### src/rtl/ft2_bus_arbiter.sv
// FT2232H synchronous-FIFO bus arbiter: sequences RD#/WR# strobes, owns the tri-state enable and
// alternates RX/TX with bounded bursts. Define FT2_ARB_STATS_EN to add saturating byte counters.
module ft2_bus_arbiter #(
  parameter int BURST_MAX   = 64,
  parameter int RD_CYCLES   = 3,
  parameter int WR_CYCLES   = 2,
  parameter int TURN_CYCLES = 1
) (
  input  logic       clk,
  input  logic       rst_n,
  input  logic       rxf_n,
  input  logic       txe_n,
  input  logic [7:0] d_in,
  output logic [7:0] d_out,
  output logic       d_oe,
  output logic       rd_n,
  output logic       wr_n,
  output logic [7:0] rx_data,
  output logic       rx_valid,
  input  logic       rx_ready,
  input  logic [7:0] tx_data,
  input  logic       tx_valid,
  output logic       tx_ready,
  output logic [1:0] grant
`ifdef FT2_ARB_STATS_EN
  ,
  input  logic        stats_clr,
  output logic [15:0] rx_bytes,
  output logic [15:0] tx_bytes
`endif
);

  typedef enum logic [1:0] {S_IDLE = 2'b00, S_RX = 2'b01, S_TX = 2'b10, S_TURN = 2'b11} state_t;

  localparam logic [8:0] BURST_LIM = 9'(BURST_MAX);
  localparam logic [7:0] RD_LAST   = 8'(RD_CYCLES);
  localparam logic [7:0] RD_CAP    = 8'(RD_CYCLES - 1);
  localparam logic [7:0] WR_END    = 8'(WR_CYCLES);
  localparam logic [7:0] WR_LAST   = 8'(WR_CYCLES + 1);
  localparam logic [7:0] TURN_LAST = 8'(TURN_CYCLES - 1);

  state_t     state, state_nx, target, target_nx;
  logic [7:0] phase, phase_nx, count, count_nx;
  logic       last_tx, last_tx_nx;
  logic       rx_el, tx_el;
  logic [8:0] count_inc;

  assign rx_el     = !rxf_n && rx_ready;
  assign tx_el     = !txe_n && tx_valid;
  assign count_inc = {1'b0, count} + 9'd1;

  // Phase counts cycles within a byte; the final (recovery) phase is the only decision point.
  always_comb begin
    state_nx   = state;
    target_nx  = target;
    phase_nx   = phase + 8'd1;
    count_nx   = count;
    last_tx_nx = last_tx;
    case (state)
      S_IDLE: begin
        phase_nx = 8'd0;
        if (rx_el && (!tx_el || last_tx)) begin
          state_nx   = S_RX;
          last_tx_nx = 1'b0;
        end else if (tx_el) begin
          state_nx   = S_TX;
          last_tx_nx = 1'b1;
        end
      end
      S_RX: begin
        if (phase == RD_LAST) begin
          phase_nx = 8'd0;
          if (rx_el && (count_inc < BURST_LIM || !tx_el)) begin
            count_nx = (count_inc >= BURST_LIM) ? 8'd0 : count_inc[7:0];
          end else if (tx_el) begin
            state_nx  = S_TURN;
            target_nx = S_TX;
            count_nx  = 8'd0;
          end else begin
            state_nx = S_IDLE;
            count_nx = 8'd0;
          end
        end
      end
      S_TX: begin
        if (phase == WR_LAST) begin
          phase_nx = 8'd0;
          if (tx_el && (count_inc < BURST_LIM || !rx_el)) begin
            count_nx = (count_inc >= BURST_LIM) ? 8'd0 : count_inc[7:0];
          end else begin
            // Leaving TX always releases the bus through TURN before anyone else drives it.
            state_nx  = S_TURN;
            target_nx = rx_el ? S_RX : S_IDLE;
            count_nx  = 8'd0;
          end
        end
      end
      default: begin
        if (phase == TURN_LAST) begin
          phase_nx = 8'd0;
          state_nx = target;
          if (target == S_RX) last_tx_nx = 1'b0;
          if (target == S_TX) last_tx_nx = 1'b1;
        end
      end
    endcase
  end

  // Pin-facing outputs are registered from the next state so the FTDI sees glitch-free strobes.
  always_ff @(posedge clk or negedge rst_n) begin
    if (!rst_n) begin
      state    <= S_IDLE;
      target   <= S_IDLE;
      phase    <= 8'd0;
      count    <= 8'd0;
      last_tx  <= 1'b1;
      grant    <= 2'b00;
      rd_n     <= 1'b1;
      wr_n     <= 1'b1;
      d_oe     <= 1'b0;
      d_out    <= 8'd0;
      rx_data  <= 8'd0;
      rx_valid <= 1'b0;
      tx_ready <= 1'b0;
    end else begin
      state    <= state_nx;
      target   <= target_nx;
      phase    <= phase_nx;
      count    <= count_nx;
      last_tx  <= last_tx_nx;
      grant    <= state_nx;
      rd_n     <= !(state_nx == S_RX && phase_nx < RD_LAST);
      wr_n     <= !(state_nx == S_TX && phase_nx >= 8'd1 && phase_nx <= WR_END);
      d_oe     <= (state_nx == S_TX);
      rx_valid <= (state_nx == S_RX && phase_nx == RD_LAST);
      tx_ready <= (state_nx == S_TX && phase_nx == 8'd0);
      if (state_nx == S_TX && phase_nx == 8'd0) d_out <= tx_data;
      if (state == S_RX && phase == RD_CAP) rx_data <= d_in;
    end
  end

`ifdef FT2_ARB_STATS_EN
  always_ff @(posedge clk or negedge rst_n) begin
    if (!rst_n) begin
      rx_bytes <= 16'd0;
      tx_bytes <= 16'd0;
    end else if (stats_clr) begin
      rx_bytes <= 16'd0;
      tx_bytes <= 16'd0;
    end else begin
      if (rx_valid && rx_bytes != 16'hFFFF) rx_bytes <= rx_bytes + 16'd1;
      if (tx_ready && tx_bytes != 16'hFFFF) tx_bytes <= tx_bytes + 16'd1;
    end
  end
`endif

endmodule

### config.mk
export PLATFORM = sky130hd
export DESIGN_NAME = ft2_bus_arbiter
export DESIGN_NICKNAME = d
export VERILOG_FILES = /design/src/rtl/ft2_bus_arbiter.sv
export SDC_FILE = /design/constraint.sdc
export NUM_CORES = 1
export LEC_CHECK = 0
export CORE_MARGIN = 2
export CORE_UTILIZATION = 40
export CTS_CLUSTER_DIAMETER = 150
export DETAILED_ROUTE_END_ITERATION = 16
export PLACE_DENSITY_LB_ADDON = 0.05
export SLEW_MARGIN = 40
export SYNTH_ARGS = -nofsm -noshare
export SYNTH_HDL_FRONTEND = slang
export SYNTH_SLANG_ARGS = --single-unit
### constraint.sdc
create_clock -name clk -period 2.5 [get_ports clk]
set_input_delay 0.25 -clock clk [delete_from_list [all_inputs] [get_ports clk]]
set_output_delay 0.25 -clock clk [all_outputs]
set_load 0.05 [all_outputs]
==> results of run 1 <==
-- state kept, by name (all words and copies together), names as in the netlist --
signal and flops:
d_oe 1, rd_n 1, count 8, rx_valid 1
target 2, wr_n 1, rx_data 8, last_tx 1
tx_ready 1, d_out 8, phase 8, state 2
-- worst max path at each step --
| stage | from | end | slack (ns) | depth (start not counted) |
|---|---|---|---|---|
| floorplan | state[1] | d_out[0] | 0.06 | 9 |
| global placement | rx_ready | d_out[4] | 0.006 | 10 |
| detailed placement | rx_ready | d_out[2] | -0.02 | 10 |
| CTS | phase[0] | d_out[2] | 0.08 | 8 |
| global route | phase[4] | d_out[2] | -0.009 | 8 |
| finish | phase[4] | d_out[2] | 0.13 | 8 |
-- where the power goes --
part           leakage, nW  total [mW]  switching (mW)  internal (mW)
clock network       0.0450       0.415           0.221          0.194
logic                0.715        2.32            1.33          0.987
registers            0.524        1.09           0.163          0.927
-- layout make-up --
class                           count  area, µm²
Sequential cell                    42       1060
Timing Repair Buffer               62        583
Tap cell                           72       90.1
Clock inverter                      2       10.0
Multi-Input combinational cell    155       1180
Inverter                           10       37.5
Clock buffer                        6       72.6
Fill cell                         531       2440
-- logic make-up (layout without fill, tap and decap cells) --
logic type	count (synthesis)	count (layout)	synth area share
AO/OA/AOI/OAI	46	46	0.144
XOR/XNOR	7	7	0.0271
adder cells (fa/ha/maj)	9	9	0.0498
buffers and inverters	20	80	0.0354
flip-flops	42	42	0.466
multiplexers	18	18	0.0884
AND/OR/NAND/NOR	75	75	0.189
-- layout by cell type, fill, tap and decap left out, types with 4 or more instances in the layout --
cell type        Yosys  layout
clkdlybuf4s50_1      0      43
nor2_1              18      17
mux2_2              16      16
buf_4                1      17
nand3_1              5       5
clkbuf_8             0       5
inv_1                9       9
ha_1                 9       7
nand4_1              5       5
nor2b_1              6       6
nand2_1             11      11
xor2_1               4       4
dfrtp_1             39      37
a21oi_1              8       8
o21ai_0             11      11
nand2b_1             7       7
-- metal layers --
metal / wire length (µm) / GRT usage / up-vias
met3: 222 / 0.0511 / 5
met5: 0 / 0 / -
li1: - / - / 890
met4: 57 / 0.0517 / 0
met2: 2190 / 0.271 / 36
met1: 2410 / 0.238 / 837
-- timing repair --
| item | in CTS | in global routing |
|---|---|---|
| endpoints found under the setup margin | 0 | 8 |
| setup buffers | 0 | 1 |
| endpoints found under the hold margin | 0 | 0 |
| gates resized for setup | 0 | 13 |
-- stage by stage --
stage	TNS (ns)	cell area [µm²]
after floorplan	0	2260
after global placement	0	2890
after detailed placement	-0.100	2890
after CTS	0	2970
after global routing	-0.0132	3030
final	0	3030
==> flow_summary.json, run 1 <==
{
  "port_buffers": 44,
  "path_clk_slew_ns": 0.07,
  "die-area_mm2": 0.00628,
  "power_density_mw_per_mm2": 1260,
  "syn-num-nets": 248,
  "synth_ff_type": "dfrtp_1",
  "numPlacedInstances": 340,
  "stdcell_count": 349,
  "cts-root-buf": "clkbuf_8",
  "num_rows": 27,
  "initial_core_util": 0.414,
  "drtIter0Drc": 57,
  "place_hpwl_um": 3590,
  "synth_cells": 217,
  "cts_num_sinks": 42,
  "design.core.area_mm2": 0.00547,
  "die_h_um": 79.2,
  "power_mw": 3.82,
  "max_clock_freq_mhz": 421,
  "finClkSkew_ns": 0.0111,
  "grt_overflow": 0,
  "syn_area_per_cell_um2": 10.4,
  "worst_pin_slew_ns": 0.529,
  "grt_max_degree": 43,
  "place_congestion": 0.832,
  "worstRegToRegCells": 8,
  "yosys.area.top_type": "dfrtp_1",
  "post_drt_wl_per_cell_um": 14.0,
  "htreeDepth": 2,
  "worstReg2RegEnd": "d_out[2]",
  "cts_tree": "built",
  "synth_area_leaders": "dfrtp_1 (43%), mux2_2 (8.0%), ha_1 (5.0%)",
  "post-route-period-util": 0.949,
  "synth_top_area_frac": 0.431,
  "cp.required_ns": 2.67,
  "io_pins": 45,
  "ys_seq_area_frac": 0.466,
  "slew_headroom": 0.646,
  "hold_class": "primary input to async pin",
  "yosysMostFrequentCell": "dfrtp_1",
  "r2r_start": "phase[4]",
  "rrSetupSlack_ns": 0.13,
  "syn_area_mm2": 0.00226,
  "critPathMaxStageDelay_ns": 0.45,
  "die_x_um": 79.2,
  "groute.usage.overall": 0.175,
  "cp_data_arrival_time_ns": 2.54,
  "synth_edf_count": 0,
  "path_buf_inv": 1,
  "final_nets": 307,
  "status": "finished, final reports clean",
  "grt_pass1_vias": 1862,
  "post-route-util": 0.554,
  "drv_slew": 0,
  "setup.worst_path.class": "flip-flop to flip-flop",
  "async_flop_share": 1.00,
  "avgViaCountPerCell": 5.07,
  "whs_ns": 0.00949,
  "min_period_ns": 2.37,
  "hold_viol_final": 0,
  "hold_buffers": 0,
  "clk_latency_ns": 0.29,
  "wirelength_um": 4880,
  "firstDrtPassIters": 4,
  "drc": 0,
  "cts.path.max_buffers": 2,
  "crit_slowest_cell": "dfrtp_1",
  "post-place-ws_ns": -0.0199,
  "cts_buffers": 5,
  "drive_above_1_share": 0.242,
  "cap_violations": 0,
  "path_delay_family": "simple AND/OR/NAND/NOR gates",
  "p_leak_nw": 1.28,
  "cp-start-kind": "flip-flop",
  "ys_ff_latch": 42,
  "vias": 1768,
  "antenna_found_initial": 0,
  "setup_viol": 0,
  "ant_nets": 0,
  "finalWorstSetupSlack_ns": 0.127,
  "vdd_drop_max_mv": 0.839,
  "insertedDiodeCount": 0,
  "synthTopCellsByCount": "dfrtp_1 (39), nor2_1 (18), mux2_2 (16)",
  "path_cells": "and3_1, nand3b_1, a311oi_2, o2bb2ai_2, o21ba_2, nor3_4, buf_12, mux2_2",
  "synthDistinctLibCells": 54,
  "end_kind": "flip-flop",
  "grt_pass1_wl_um": 8690,
  "yosys_warnings": 0,
  "area_growth_pct": 33.9,
  "cp_max_fo": 9
}
No activity file was read; power rests on OpenSTA's default activity.
==> run 2: changes to the inputs <==
SLEW_MARGIN = default   (was 40)
==> results of run 2 <==
Final layout, timing and power as in run 1 (identical DEF).
==> RTL change (settings of run 1) <==
The option `FT2_ARB_STATS_EN` is turned on by a define.
--- a/src/rtl/ft2_bus_arbiter.sv
+++ b/src/rtl/ft2_bus_arbiter.sv
@@ -1,5 +1,7 @@
 // FT2232H synchronous-FIFO bus arbiter: sequences RD#/WR# strobes, owns the tri-state enable and
 // alternates RX/TX with bounded bursts. Define FT2_ARB_STATS_EN to add saturating byte counters.
+`define FT2_ARB_STATS_EN
+
 module ft2_bus_arbiter #(
   parameter int BURST_MAX   = 64,
   parameter int RD_CYCLES   = 3,
Ports: changed (added rx_bytes, stats_clr and tx_bytes); port bits go from 45 to 78. The function was not compared with the original's and may differ.
==> RTL change against run 1 <==
The run now ends with setup timing left; synthesized area is 72% higher; total power grew 25%; final area increased by 76%; worst setup slack got worse by 0.18 ns; die area up 68%; worst hold slack improved by 0.45 ns; first-iteration DRC count rose by 56%; highest routed layer unchanged; via count increased by 79%; non-clock buffer count grew 58; wire length grew 76%; sequential share of layout area barely moved; sequential cell count up 32; critical path depth did not move.
==> RTL change: results (changes against run 1) <==
- R2R Path End: d_out[7]$_DFFE_PN0P_
- Synth top cells by count: 71 x dfrtp_1, 52 x nor2_1, 31 x nand2_1
- Static leakage: 2.33 nW (+81%)
- Total CTS buffers: 9 (+4)
- Crit path DAT: 2.79 ns (+0.25 ns)
- Drt wl/cell: 13.5 um (-3.5%)
- First-pass GRT wire length: 13.9 mm (+60%)
- Skew final: 0.0130 ns (+0.00189 ns)
- DP Area: 5000 um^2 (+73%)
- Dpl cells: 611 (+80%)
- Max FO, Critical Path: 5 (-4)
- H-tree levels: 3 (+1)
- Mapped Nets: 412 (+66%)
- Clock-pin transition on the worst setup and hold timing paths: 0.08 ns
- Layout fillers: 878 (+65%)
- Min Hold Slack: 0.460 ns (+0.450 ns)
- Share of cells above drive strength 1: 19.7% (-4.5 points)
- Place WS: -0.259 ns (-0.239 ns)
- Total GRT Usage: 16.9% (-0.60 points)
- I/O Buffers: 77 (+75%)
- Vias in the first global route: 3004 (+61%)
- Netlist cell types: 61 (+13%)
- Peak supply drop: 0.000558 V (-34%)
- Final setup fails: 8 (+8)
- Initial drt markers: 89 (+56%)
- Routed vias/inst: 4.97 (-1.8%)
- Synth top area cells: dfrtp_1 46%, nor2_1 5.0%, xor2_1 4.9%
- Post-layout nets: 531 (+73%)
- GP Congestion: 0.824 (-0.93%)
- Drt total wl: 8.57 mm (+76%)
- Sequential cell area fraction in the yosys report: 47.7% (+1.1 points)
- Syn Area/Cell: 10.3 um^2 (-1.2%)
- Outcome: finished, violations left
- Biggest regs: rx_bytes: 16 flops, tx_bytes: 16 flops
- Failing checks: setup timing
- Int Pwr: 2.91 mW (+38%)
- Post-route worst setup slack: -0.0484 ns (-0.176 ns)
[RTL change: cell types whose count changed after synthesis, moves of 7 or more]
cell and change:
mux2_4 +8, dfrtp_1 +32, xor2_1 +18, nand2_1 +20, nand3_1 +17, xnor2_1 +9, and3_1 +7, o21ai_1 +7
mux2_2 -8, nor2_1 +34
[RTL change: worst max path at each step]
stage | startpoint | endpoint | slack, ns | cells past startpoint
2_1_floorplan | phase[4]$_DFF_PN0_ | d_out[0]$_DFFE_PN0P_ | -0.08 | 7
3_3_place_gp | tx_valid | d_out[7]$_DFFE_PN0P_ | -0.24 | 8
4_1_cts | phase[3]$_DFF_PN0_ | d_out[7]$_DFFE_PN0P_ | -0.1 | 9
6_report | phase[4]$_DFF_PN0_ | d_out[7]$_DFFE_PN0P_ | -0.05 | 8
3_5_place_dp | tx_valid | d_out[6]$_DFFE_PN0P_ | -0.26 | 8
5_1_grt | phase[4]$_DFF_PN0_ | d_out[0]$_DFFE_PN0P_ | -0.14 | 8
[RTL change: routing by layer]
metal	global-route usage (%)	share of wire (%)
met1	22.2	47
met2	28.2	49
met3	2.71	2.3
met4	6.56	1.6
met5	0	0
[RTL change: area by class of cell]
type,count,area (um^2),area share [%]
timing repair buffer,120,1110,20.9
multi-input combinational,279,1950,36.6
tap,133,166,3.12
sequential,74,1860,34.9
clock inverter,6,65.1,1.22
inverter,13,48.8,0.915
clock buffer,10,128,2.39
[RTL change: metrics by stage]
stage          util, %  TNS, ns
6_report          55.6   -0.333
5_1_grt           55.6    -1.55
4_1_cts           55.4    -1.06
3_5_place_dp      52.2    -2.52
3_3_place_gp      52.2    -2.33
2_1_floorplan        -   -0.642
[RTL change: timing repair]
action / 4_1_cts / 5_1_grt
endpoints found under the setup margin: 14 / 19
endpoints found under the hold margin: 48 / 0
setup buffers: 6 / 2
pin swaps: 9 / 7
gates cloned: 0 / 0
hold buffers: 1 / 0
gates resized for setup: 13 / 3
[RTL change: power groups by stage]
stage                     combinational (mW)  sequential (mW)  clock [mW]
final                                   2.29             1.57       0.925
after CTS                               2.32             1.57       0.961
after floorplan                        0.956             2.11           0
after global placement                  2.16             1.59           0
after detailed placement                2.17             1.59           0
after global routing                    2.45             1.59        1.00
[RTL change: logic make-up after synthesis]
group	synth area share [%]
muxes	6.17
AOI/OAI and AO/OA	9.61
xor gates and xnor gates	7.65
adders and majority gates	3.53
and+or+nand+nor	21.8
buffers and inverters	3.63
DFF	47.7
[RTL change: worst max-delay path, stage by stage (launching register included)]
cell      delay, ns
dfrtp_1        0.38
or4_4          0.56
nor4b_4        0.31
buf_6          0.19
nand3_4        0.07
a221oi_4       0.37
nand3_4        0.12
buf_6          0.15
mux2_4         0.29
